===== src/rtl/alu_op_sequencer.sv =====
// Multi-cycle ADD/SUB/MUL sequencer. Every arithmetic pass goes through one shared cla_adder.
// Results are held in registers until the response path takes them over out_valid/out_ready.

module cla_adder #(
  parameter int N = 16
) (
  input  logic [N-1:0] a,
  input  logic [N-1:0] b,
  input  logic         cin,
  output logic [N-1:0] sum,
  output logic [3:0]   flags
);
  logic [N-1:0] g, p;
  logic [N:0]   c;

  assign g = a & b;
  assign p = a ^ b;

  always_comb begin
    c    = '0;
    c[0] = cin;
    for (int i = 0; i < N; i++) c[i+1] = g[i] | (p[i] & c[i]);
  end

  assign sum   = p ^ c[N-1:0];
  // {V,N,Z,P}: P is 1 when the sum holds an even number of ones.
  assign flags = {c[N] ^ c[N-1], sum[N-1], ~|sum, ~^sum};
endmodule

module alu_op_sequencer #(
  parameter int N = 16
) (
  input  logic         clk,
  input  logic         rst_n,
  input  logic         in_valid,
  output logic         in_ready,
  input  logic [1:0]   op,
  input  logic [N-1:0] a,
  input  logic [N-1:0] b,
  output logic         out_valid,
  input  logic         out_ready,
  output logic [N-1:0] result,
  output logic [3:0]   flags,
  output logic         err
);
  localparam int CW = (N > 2) ? $clog2(N) : 1;

  typedef enum logic [2:0] {S_IDLE, S_NEG, S_ADD, S_MUL, S_DONE} state_t;

  state_t         state, state_nx;
  logic [1:0]     op_r;
  logic [N-1:0]   opa, opb, acc, acc_nx;
  logic           b_msb;
  logic [CW-1:0]  cnt;
  logic [N-1:0]   add_a, add_b, sum;
  logic [3:0]     add_fl;
  logic           accept, mul_last, sub_v;

  cla_adder #(.N(N)) u_add (
    .a     (add_a),
    .b     (add_b),
    .cin   (1'b0),
    .sum   (sum),
    .flags (add_fl)
  );

  assign accept   = in_valid & in_ready;
  assign mul_last = (cnt == CW'(N-1));
  assign acc_nx   = opb[cnt] ? sum : acc;
  // Overflow judged against the original subtrahend, so b = -2^(N-1) is handled.
  assign sub_v    = (opa[N-1] ^ b_msb) & (sum[N-1] ^ opa[N-1]);

  always_ff @(posedge clk) begin
    if (!rst_n) state <= S_IDLE;
    else        state <= state_nx;
  end

  always_comb begin
    state_nx  = state;
    in_ready  = 1'b0;
    out_valid = 1'b0;
    add_a     = '0;
    add_b     = '0;
    case (state)
      S_IDLE: begin
        in_ready = rst_n;
        if (accept) begin
          case (op)
            2'b00:   state_nx = S_ADD;
            2'b01:   state_nx = S_NEG;
            2'b10:   state_nx = S_MUL;
            default: state_nx = S_DONE;
          endcase
        end
      end
      S_NEG: begin
        add_a    = ~opb;
        add_b    = N'(1);
        state_nx = S_ADD;
      end
      S_ADD: begin
        add_a    = opa;
        add_b    = opb;
        state_nx = S_DONE;
      end
      S_MUL: begin
        add_a = acc;
        add_b = opa;
        if (mul_last) state_nx = S_DONE;
      end
      S_DONE: begin
        out_valid = 1'b1;
        if (out_ready) state_nx = S_IDLE;
      end
      default: state_nx = S_IDLE;
    endcase
  end

  always_ff @(posedge clk) begin
    if (!rst_n) begin
      op_r   <= '0;
      opa    <= '0;
      opb    <= '0;
      b_msb  <= 1'b0;
      acc    <= '0;
      cnt    <= '0;
      result <= '0;
      flags  <= '0;
      err    <= 1'b0;
    end else begin
      case (state)
        S_IDLE: if (accept) begin
          op_r  <= op;
          opa   <= a;
          opb   <= b;
          b_msb <= b[N-1];
          acc   <= '0;
          cnt   <= '0;
          err   <= (op == 2'b11);
          if (op == 2'b11) begin
            result <= '0;
            flags  <= '0;
          end
        end
        S_NEG: opb <= sum;
        S_ADD: begin
          result <= sum;
          flags  <= (op_r == 2'b01) ? {sub_v, add_fl[2:0]} : add_fl;
        end
        // Shift-and-add: opa doubles as the shifting multiplicand, opb is the multiplier.
        S_MUL: begin
          acc <= acc_nx;
          opa <= opa << 1;
          cnt <= cnt + CW'(1);
          if (mul_last) begin
            result <= acc_nx;
            flags  <= {1'b0, acc_nx[N-1], ~|acc_nx, ~^acc_nx};
          end
        end
        S_DONE: if (out_ready) err <= 1'b0;
        default: ;
      endcase
    end
  end
endmodule

===== config.mk =====
export PLATFORM = sky130hd
export DESIGN_NAME = alu_op_sequencer
export DESIGN_NICKNAME = d
export VERILOG_FILES = /design/src/rtl/alu_op_sequencer.sv
export SDC_FILE = /design/constraint.sdc
export NUM_CORES = 1
export LEC_CHECK = 0
export CORE_UTILIZATION = 69
export DETAILED_ROUTE_END_ITERATION = 12
export DONT_BUFFER_PORTS = 1
export GPL_TIMING_DRIVEN = 0
export PLACE_DENSITY = 0.95
export SLEW_MARGIN = 10
export SYNTH_ARGS = -nofsm -noshare
export SYNTH_HDL_FRONTEND = slang
export SYNTH_SLANG_ARGS = --single-unit

===== constraint.sdc =====
create_clock -name clk -period 19.2 [get_ports clk]
set_clock_uncertainty 0.2 [all_clocks]
set_input_delay 3.84 -clock clk [delete_from_list [all_inputs] [get_ports clk]]
set_output_delay 3.84 -clock clk [all_outputs]
set_load 0.01 [all_outputs]

After elaboration in Yosys (flattened, before gate mapping)
Index checks and enable logic that the tools add are counted.
{ "word_totals": {"regBits": 79, "input_bits": 38, "out_inout_bits": 23, "wordCells": 114} }
{ "classes": {"addsub": 1, "n_lt_le_gt_ge": 1, "eq_ne": 13, "muxes": 32, "n_bitwise": 39, "n_reduce_logical": 18} }
{ "ops": {"columns": ["operator", "count"], "rows": [
  ["16-bit one-hot mux with 3 select lines", 3],
  ["16-bit two-way mux", 7],
  ["16-bit one-hot mux with 2 select lines", 3],
  ["16-bit OR reduction", 2],
  ["16-bit XNOR reduction", 2],
  ["16-bit XOR", 2],
  ["4-bit two-way mux", 5],
  ["1-bit AND", 17],
  ["16-bit AND", 1],
  ["16-bit inverter", 1],
  ["1-bit bitwise OR", 15],
  ["3-bit one-hot mux with 5 select lines", 1],
  ["4-bit one-hot mux with 3 select lines", 1],
  ["3-bit two-way mux", 3],
  ["3-bit one-hot mux with 3 select lines", 1],
  ["2-bit inequality test (second input constant)", 4],
  ["4-bit one-hot mux with 2 select lines", 1],
  ["3-bit by 2-bit == test with 1-bit output (second input constant)", 2],
  ["2-bit AND reduction", 3],
  ["3-bit AND reduction", 2],
  ["2-bit nonzero test", 3],
  ["4-bit by 5-bit < comparator with 1-bit output (second input constant)", 1],
  ["1-bit two-way mux", 5],
  ["4-bit by 1-bit adder with 4-bit output (second input constant)", 1],
  ["other kinds (13)", 18]
]} }

Longest topological paths before layout
Gate-level depths: netlist of run 1.
{ "logic_depth": {"ltp_word": 37, "ltp_mapped": 30, "mapped_depth_nobuf": 27} }

Hierarchy
From an unflattened synthesis of run 1, not the netlist that was laid out.
{ "unflattened": {"hier_cells": 732, "area_unflattened_um2": 5644.2} }
{ "modules_own_cells": {"columns": ["mod", "n_inst", "cells_each", "area_per_inst_um2", "seq_area_each_um2"], "rows": [
  ["alu_op_sequencer", 1, 654, 4972.3, 1581.5],
  ["cla_adder", 1, 78, 671.9, 0.0]
]} }

Worst setup path after synthesis of run 1
Ideal clock, no wire load.
{ "synth_timing": {"path_kind": "flip-flop to flip-flop", "from": "register state[0]", "to": "register flags[0]", "setup_time_ns": 0.125, "arrival_ns": 9.426, "required_ns": 18.875, "slack_ns": 9.449, "path_stages_with_launch": 30, "path_buffers": 3, "synth_period_minus_slack_ns": 9.751, "cell_sequence": "dfxtp_1 > buf_2 > buf_2 > mux2i_1 > o22a_1 > nor2_1 > ha_1 > fa_1 > fa_1 > fa_1 > fa_1 > fa_1 > fa_1 > fa_1 > fa_1 > fa_1 > fa_1 > fa_1 > fa_1 > fa_1 > fa_1 > fa_1 > clkbuf_1 > mux2i_1 > ha_1 > xnor2_1 > xnor2_1 > xnor2_1 > a32oi_1 > o21ai_0"} }
{ "synth_between": {"elab_chain_len": 36, "elab_cells_between_ends": 50, "classes_between": "6 x eq/ne; 7 x mux; 32 x bitwise; 5 x reduce/logical"} }
{ "synth_lines": {"columns": ["item", "line_no", "rtl"], "rows": [
  ["from (decl)", "50", "state_t state, state_nx;"],
  ["from (signal assigned)", "75", "else state <= state_nx;"],
  ["3-bit by 2-bit == test with 1-bit output / 3-bit by 1-bit == test with 1-bit output (equally long branches)", "84, 131", null],
  ["16-bit one-hot mux with 3 select lines", "84", "case (state)"],
  ["16-bit XOR / 16-bit AND (equally long branches)", "17, 16", null],
  ["1-bit AND", "22", "for (int i = 0; i < N; i++) c[i+1] = g[i] | (p[i] & c[i]);"],
  ["1-bit bitwise OR", "22", null],
  ["1-bit AND", "22", null],
  ["1-bit bitwise OR", "22", null],
  ["1-bit AND", "22", null],
  ["[... 20 more ...]", null, null],
  ["1-bit bitwise OR", "22", null],
  ["1-bit AND", "22", null],
  ["1-bit bitwise OR", "22", null],
  ["16-bit XOR", "25", "assign sum = p ^ c[N-1:0];"],
  ["16-bit two-way mux", "69", "assign acc_nx = opb[cnt] ? sum : acc;"],
  ["16-bit XNOR reduction", "157", "flags <= {1'b0, acc_nx[N-1], ~|acc_nx, ~^acc_nx};"],
  ["4-bit two-way mux", "155", "if (mul_last) begin"],
  ["4-bit one-hot mux with 3 select lines", "131", "case (state)"],
  ["to (signal assigned)", "148", "flags <= (op_r == 2'b01) ? {sub_v, add_fl[2:0]} : add_fl;"],
  ["to (signal assigned)", "157", null],
  ["to (decl)", "43", "output logic [3:0] flags,"]
]} }
Several ways; a longest one is shown, not always the timed one. The select of a mux whose other input is x is not followed.
A chain may end at the register's enable or synchronous reset.

Worst setup path in the final report of run 1
{ "layout_timing": {"from": "register state[1]", "to": "register flags[0]"} }
The elaborated chain is that of the path after synthesis.

==> metrics.md, run 1 <==
| Metric | Value |
|---|---|
| Register area share after synthesis | 31.12% |
| Vias in the first global route | 4,531 |
| Clock Latency Late Sink | 370 ps |
| Ys Warns | 0 |
| Max Cap Violations | 0 |
| Hold Fails Final Rpt | 0 |
| # clock sinks | 78 |
| DR WL met3 | 1.579 mm |
| Nets | 671 |
| Number of gates resized after cts | 0 |
| Total gr overflow | 0 |
| Iter 0 DRT Violations | 501 |
| Most frequent cells in the layout | 107 x nand2_1, 78 x dfxtp_1, 75 x nor2_1, 54 x mux2i_1, 32 x clkbuf_1 |
| Hold_ws | 281.5 ps |
| Post-synthesis cell type count | 50 |
| Core ar. | 6907 µm² |
| Avg Cell Area, Syn | 8.461 µm² |
| Max Root-Sink Buffers | 2 |
| Cell taking the most area after synthesis | dfxtp_1 |
| HP Class | reg2reg |
| Wire per inst | 21.06 µm |
| Total number of vias | 4,788 |
| Synth area leaders | dfxtp_1 31%, mux2i_1 11%, nand2_1 8.0%, fa_1 6.0%, nor2_1 5.6% |
| Routed length on met1 | 5.891 mm |
| Initial Util | 72.64% |
| CTS tree | done |
| Primary FF master, synth | dfxtp_1 |
| RSZ-0062 raised after global routing | no |
| Htree depth | 3 |
| Die Ht | 87.27 µm |
| Pleak | 1.964 nW |
| Largest fanout on the critical path | 10 |
| Worst vdd ir | 0.00005825 V |
| Critical Path RT | 19,260 ps |
| Die X | 87.27 µm |
| Final setup TNS | 0 ps |
| DRT Wirelength | 14.83 mm |
| Die ar. | 7616 µm² |
| Inserted Diodes | 0 |
| Initial antenna violation count | 0 |
| DRC errors left | 0 |
| Slew @ Worst Pin | 760.2 ps |
| Seq cells post-synth | 78 |
| Setup-failing EPs final | 0 |
| Most common cell after layout, fill and taps aside | nand2_1 |
| CTS Hold Bufs | 0 |
| Crit start category | flip-flop |
| Antenna Nets Post-Route | 0 |
| Most used cell, CP | fa_1 |
| Layout cells sized above 1 | 5.592% |
| Fin crit period | 10,650 ps |
| Slowest stage delay, CP | 510 ps |
| Post-synth EDFFs | 0 |
| Slew HR | 49.10% |
| Post-CTS setup buffers | 0 |
| Highest metal used | met4 |
| Cells after Synth | 593 |
| Largest net degree at the start of global routing | 14 |
| Mapped Area | 5017 µm² |
| Critical Path Slowest Stage Cell | fa_1 |
| Top-area cell type share of the netlist area | 31.12% |
| Fin. max-slew vios | 0 |
| Total CTS buffers | 9 |
| Buffers on Ports | 0 |
| Via density | 6.801 |
| Post-detail-place hpwl | 11.01 mm |
| Critical Path AT | 10,710 ps |
| Root Buffer | clkbuf_8 |
| Crit share post-route | 55.48% |
| WL met2 | 6.826 mm |
| Row count | 30 |
| Crit path capture type | flip-flop |
| First-pass GRT wire length | 23.14 mm |
| Synthesized net count | 660 |
| Total GRT Usage | 40.61% |
| Ports | 61 |
| Gp weighted congestion | 0.9744 |
| Clock transition at the registers of the reported paths | 90 ps |
| PD cells | 84.46 nW/µm² |
| CP Class | reg2reg |
| Peak Freq | 93.88 MHz |
| Area grow syn2layout | 6.309% |
| FFs w/ async S/R, synth | 0% |
| Status | finished clean |
| DRT Pass-1 Iters | 5 |
-- where the power goes --
group          leakage, nW  switching (mW)  internal (mW)
clock network       0.0948          0.0641         0.0631
logic                 1.23          0.0788         0.0517
registers            0.635          0.0168          0.176
total                 1.96           0.160          0.291
-- kinds of logic (layout without fill, tap and decap cells) --
group	Yosys count	after routing	share of synthesized area [%]
AND/OR/NAND/NOR	222	222	18.73
buffers and inverters	56	71	5.212
AO/OA/AOI/OAI	129	129	19.63
flip-flops	78	78	31.12
multiplexers	56	56	11.82
adder cells (fa/ha/maj)	29	29	9.476
XOR/XNOR	23	23	4.015
-- cells in the mapped netlist (5+ instances only) --
| cell | n |
|---|---|
| a311oi_1 | 30 |
| o22a_1 | 16 |
| buf_4 | 5 |
| nor2_1 | 75 |
| xnor2_1 | 22 |
| o21ai_0 | 25 |
| ha_1 | 14 |
| dfxtp_1 | 78 |
| a221oi_1 | 16 |
| fa_1 | 15 |
| buf_2 | 7 |
| nand2_1 | 107 |
| mux2i_1 | 54 |
| inv_1 | 6 |
| a21oi_1 | 12 |
| clkbuf_1 | 32 |
| nand3_1 | 11 |
| a22o_1 | 15 |
-- critical path, delay by kind of cell (launching register included) --
family	cells	cell delay, ps
adder cells (fa/ha/maj)	17	7680
buffers and inverters	4	880
AO/OA/AOI/OAI	3	490
XOR/XNOR	3	460
AND/OR/NAND/NOR	2	360
flip-flops	1	310
multiplexers	1	150
-- worst paths after layout --
check             end  cells past startpoint  slack, ps  startpoint
max          flags[0]                     30       8550    state[1]
min             b_msb                      2        280       b_msb
min reg2reg     b_msb                      2        280       b_msb
max reg2reg  flags[0]                     30       8550    state[1]
-- routing by layer --
layer,global-route usage [%],vias up
met5,0,-
met4,20.57,0
met3,9.289,56
met2,64.77,321
met1,51.59,2259
li1,-,2152
-- state kept, by name (all words and copies together), names as in the netlist --
register and flops:
opa 16, opb 16, acc 16, b_msb 1, state 3, err 1, cnt 4, flags 4
result 15, op_r 2
-- metrics by stage --
stage               total power [mW]  util [%]  cells  setup WS (ps)  area, µm²
floorplan                     0.2892         -    593           9449       5017
finish                        0.4505     77.23    704           8548       5334
global placement              0.3165     74.38    689           8774       5137
detailed placement            0.3216     74.38    689           8710       5137
CTS                           0.4454     77.23    704           8674       5334
global route                  0.4673     77.23    704           8108       5334
-- area by class of cell --
type	count	area, µm²
multi-input combinational	459	3194
fill	525	1573
sequential	78	1562
buffer	49	235.2
clock buffer	10	137.6
tap	96	120.1
clock inverter	5	58.81
inverter	7	26.28
Note: power is estimated with default switching activity, not from simulation.
==> run 2: changes to the inputs <==
--- a/config.mk
+++ b/config.mk
@@ -5,11 +5,11 @@
 export SDC_FILE = /design/constraint.sdc
 export NUM_CORES = 1
 export LEC_CHECK = 0
-export CORE_UTILIZATION = 69
+export CORE_UTILIZATION = 64
 export DETAILED_ROUTE_END_ITERATION = 12
 export DONT_BUFFER_PORTS = 1
 export GPL_TIMING_DRIVEN = 0
-export PLACE_DENSITY = 0.95
+export PLACE_DENSITY = 0.9
 export SLEW_MARGIN = 10
 export SYNTH_ARGS = -nofsm -noshare
 export SYNTH_HDL_FRONTEND = slang
==> constraint.sdc (replaced) <==
create_clock -name clk -period 10.9 [get_ports clk]
set_clock_uncertainty 0.2 [all_clocks]
set_input_delay 2.18 -clock clk [delete_from_list [all_inputs] [get_ports clk]]
set_output_delay 2.18 -clock clk [all_outputs]
set_load 0.01 [all_outputs]
==> metrics.md, run 2 (synthesized netlist as in run 1, its figures left out) <==
| Metric | Value |
|---|---|
| Worst R2R Setup Slack | 410 ps (-8140 ps) |
| Largest fanout on the critical path | 10 (unchanged) |
| RSZ-0062 raised after global routing | no |
| Crit start category | flip-flop |
| Cell Area, Placed | 5141 µm² (about the same) |
| Critical Path AT | 10,520 ps (-190 ps) |
| Gp weighted congestion | 0.9401 (-3.5%) |
| Vias in the first global route | 4,628 (+2.1%) |
| Most common cell after layout, fill and taps aside | nand2_1 |
| Worst Path Buf+Inv | 3 (-1) |
| Worst hold path cell count | 2 (unchanged) |
| PD cells | 147.2 nW/µm² (+74%) |
| Htree depth | 3 (unchanged) |
| Wire per inst | 20.68 µm (-1.8%) |
| Initial antenna violation count | 0 (unchanged) |
| DRT Pass-1 Iters | 7 (+2) |
| Worst vdd ir | 0.00006734 V (+16%) |
| Inserted Diodes | 0 (unchanged) |
| Iter 0 DRT Violations | 459 (-8.4%) |
| Nets | 670 (-0.15%) |
| Max Root-Sink Buffers | 2 (unchanged) |
| Final design utilization | 71.88% (-5.3 points) |
| Slew @ Worst Pin | 704.4 ps (-55.77 ps) |
| Post-CTS setup buffers | 0 (unchanged) |
| Fin crit period | 10,490 ps (-164.5 ps) |
| CP Class | reg2reg |
| Worst r2r src | state[1] |
| Register area | 1562 µm² (unchanged) |
| Final non-filler cell total | 706 (+0.28%) |
| Final setup TNS | 0 ps (unchanged) |
| Die X | 90.54 µm (+3.7%) |
| Final instance area | 5325 µm² (-0.16%) |
| # clock sinks | 78 (unchanged) |
| CTS Hold Bufs | 0 (unchanged) |
| Pleak | 1.970 nW (+0.29%) |
| Total gr overflow | 0 (unchanged) |
| Cell count of the worst reg-to-reg path | 29 (-3.3%) |
| Most used cell, CP | fa_1 |
| Placed cells | 692 (+0.44%) |
| Via density | 6.710 (-1.3%) |
| Slowest stage delay, CP | 750 ps (+240 ps) |
| Antenna Nets Post-Route | 0 (unchanged) |
| CTS tree | done |
| Number of gates resized after cts | 0 (unchanged) |
| Slew HR | 53.04% (+3.9 points) |
| Setup-failing EPs final | 0 (unchanged) |
| Largest regs | acc x16, opa x16, opb x16 |
| Status | finished clean |
| FILL cells | 579 (+10%) |
| Core ar. | 7408 µm² (+7.3%) |
| Post-detail-place hpwl | 11.20 mm (+1.7%) |
| Hold Fails Final Rpt | 0 (unchanged) |
| Critical Path RT | 10,940 ps (-8320 ps) |
| Fin. max-slew vios | 0 (unchanged) |
| RR Endpoint | flags[0] |
| Die ar. | 8197 µm² (+7.6%) |
| Clock transition at the registers of the reported paths | 80 ps (about the same) |
| Hold Path Origin | b_msb |
| DRC errors left | 0 (unchanged) |
| Ports | 61 (unchanged) |
| Layout cells sized above 1 | 5.601% (+0.0092 points) |
| Critical Path Slowest Stage Cell | fa_1 |
| Max Cap Violations | 0 (unchanged) |
| DRT Wirelength | 14.60 mm (-1.5%) |
| Crit path capture type | flip-flop |
| Crit share post-route | 96.22% (+41 points) |
| Buffers on Ports | 0 (unchanged) |
| Most frequent cells in the layout | 107 x nand2_1, 78 x dfxtp_1, 75 x nor2_1, 54 x mux2i_1, 31 x clkbuf_1 |
| Peak Freq | 95.35 MHz (+1.6%) |
| Crit path max-delay family | adder cells |
| Root Buffer | clkbuf_8 |
| Row count | 31 (+3.3%) |
| Min-Delay Endpoint | b_msb |
| Die Ht | 90.54 µm (+3.7%) |
| Largest net degree at the start of global routing | 13 (-1) |
| Total CTS buffers | 9 (unchanged) |
| Area grow syn2layout | 6.135% |
| Area of the multi-input gates | 3194 µm² (unchanged) |
| Initial Util | 67.73% (-4.9 points) |
| HP Class | reg2reg |
| Total number of vias | 4,737 (-1.1%) |
| Total GRT Usage | 36.45% (-4.2 points) |
| Clock Latency Late Sink | 360 ps (about the same) |
| First-pass GRT wire length | 23.42 mm (+1.2%) |
[run 2: power breakdown]
| part | switching [mW] | leakage [nW] | internal (mW) | total, mW |
|---|---|---|---|---|
| Clock | 0.106 | 0.102 | 0.109 | 0.215 |
| Sequential | 0.0297 | 0.635 | 0.310 | 0.340 |
| Combinational | 0.138 | 1.23 | 0.0912 | 0.229 |
| Total | 0.273 | 1.97 | 0.510 | 0.784 |
[run 2: worst max path at each step]
stage,cells after the start,to,start
after floorplan,29,flags[0],state[0]
after global placement,30,flags[0],state[1]
after detailed placement,30,flags[0],state[1]
after CTS,30,flags[0],state[1]
after global routing,29,flags[0],state[1]
final,29,flags[0],state[1]
[run 2: area by class of cell]
type | count | area share (%)
inverters | 7 | 0.4934
plain buffers | 48 | 4.347
well taps | 99 | 2.326
flip-flops and latches | 78 | 29.32
multi-input cells | 459 | 59.99
clock inverters | 5 | 0.9398
clock buffers | 10 | 2.585
[run 2: metrics by stage]
| stage | hold slack [ps] | total power [mW] | setup WS, ps |
|---|---|---|---|
| finish | 279.8 | 0.7837 | 412.1 |
| global route | 309.2 | 0.8134 | 30.51 |
| CTS | 275.7 | 0.7749 | 335.7 |
| detailed placement | 264.3 | 0.5671 | 364.5 |
| global placement | 256.5 | 0.5574 | 453.2 |
| floorplan | 243.9 | 0.5094 | 1149 |
[run 2: metal layers]
| layer | GRT usage, % | vias up | part of all wire (%) |
|---|---|---|---|
| met5 | 0 | - | 0 |
| met4 | 14.92 | 0 | 2.7 |
| met3 | 6.902 | 38 | 9.5 |
| met2 | 59.97 | 293 | 47 |
| met1 | 46.92 | 2267 | 41 |
| li1 | - | 2139 | - |
[run 2: worst reg2reg max path: cells and delay by family (launching register included)]
| family | cells | cell delay [ps] |
|---|---|---|
| multiplexers | 1 | 170 |
| adder cells (fa/ha/maj) | 17 | 7900 |
| buffers and inverters | 3 | 510 |
| XOR/XNOR | 3 | 460 |
| AO/OA/AOI/OAI | 3 | 460 |
| flip-flops | 1 | 310 |
| AND/OR/NAND/NOR | 2 | 360 |
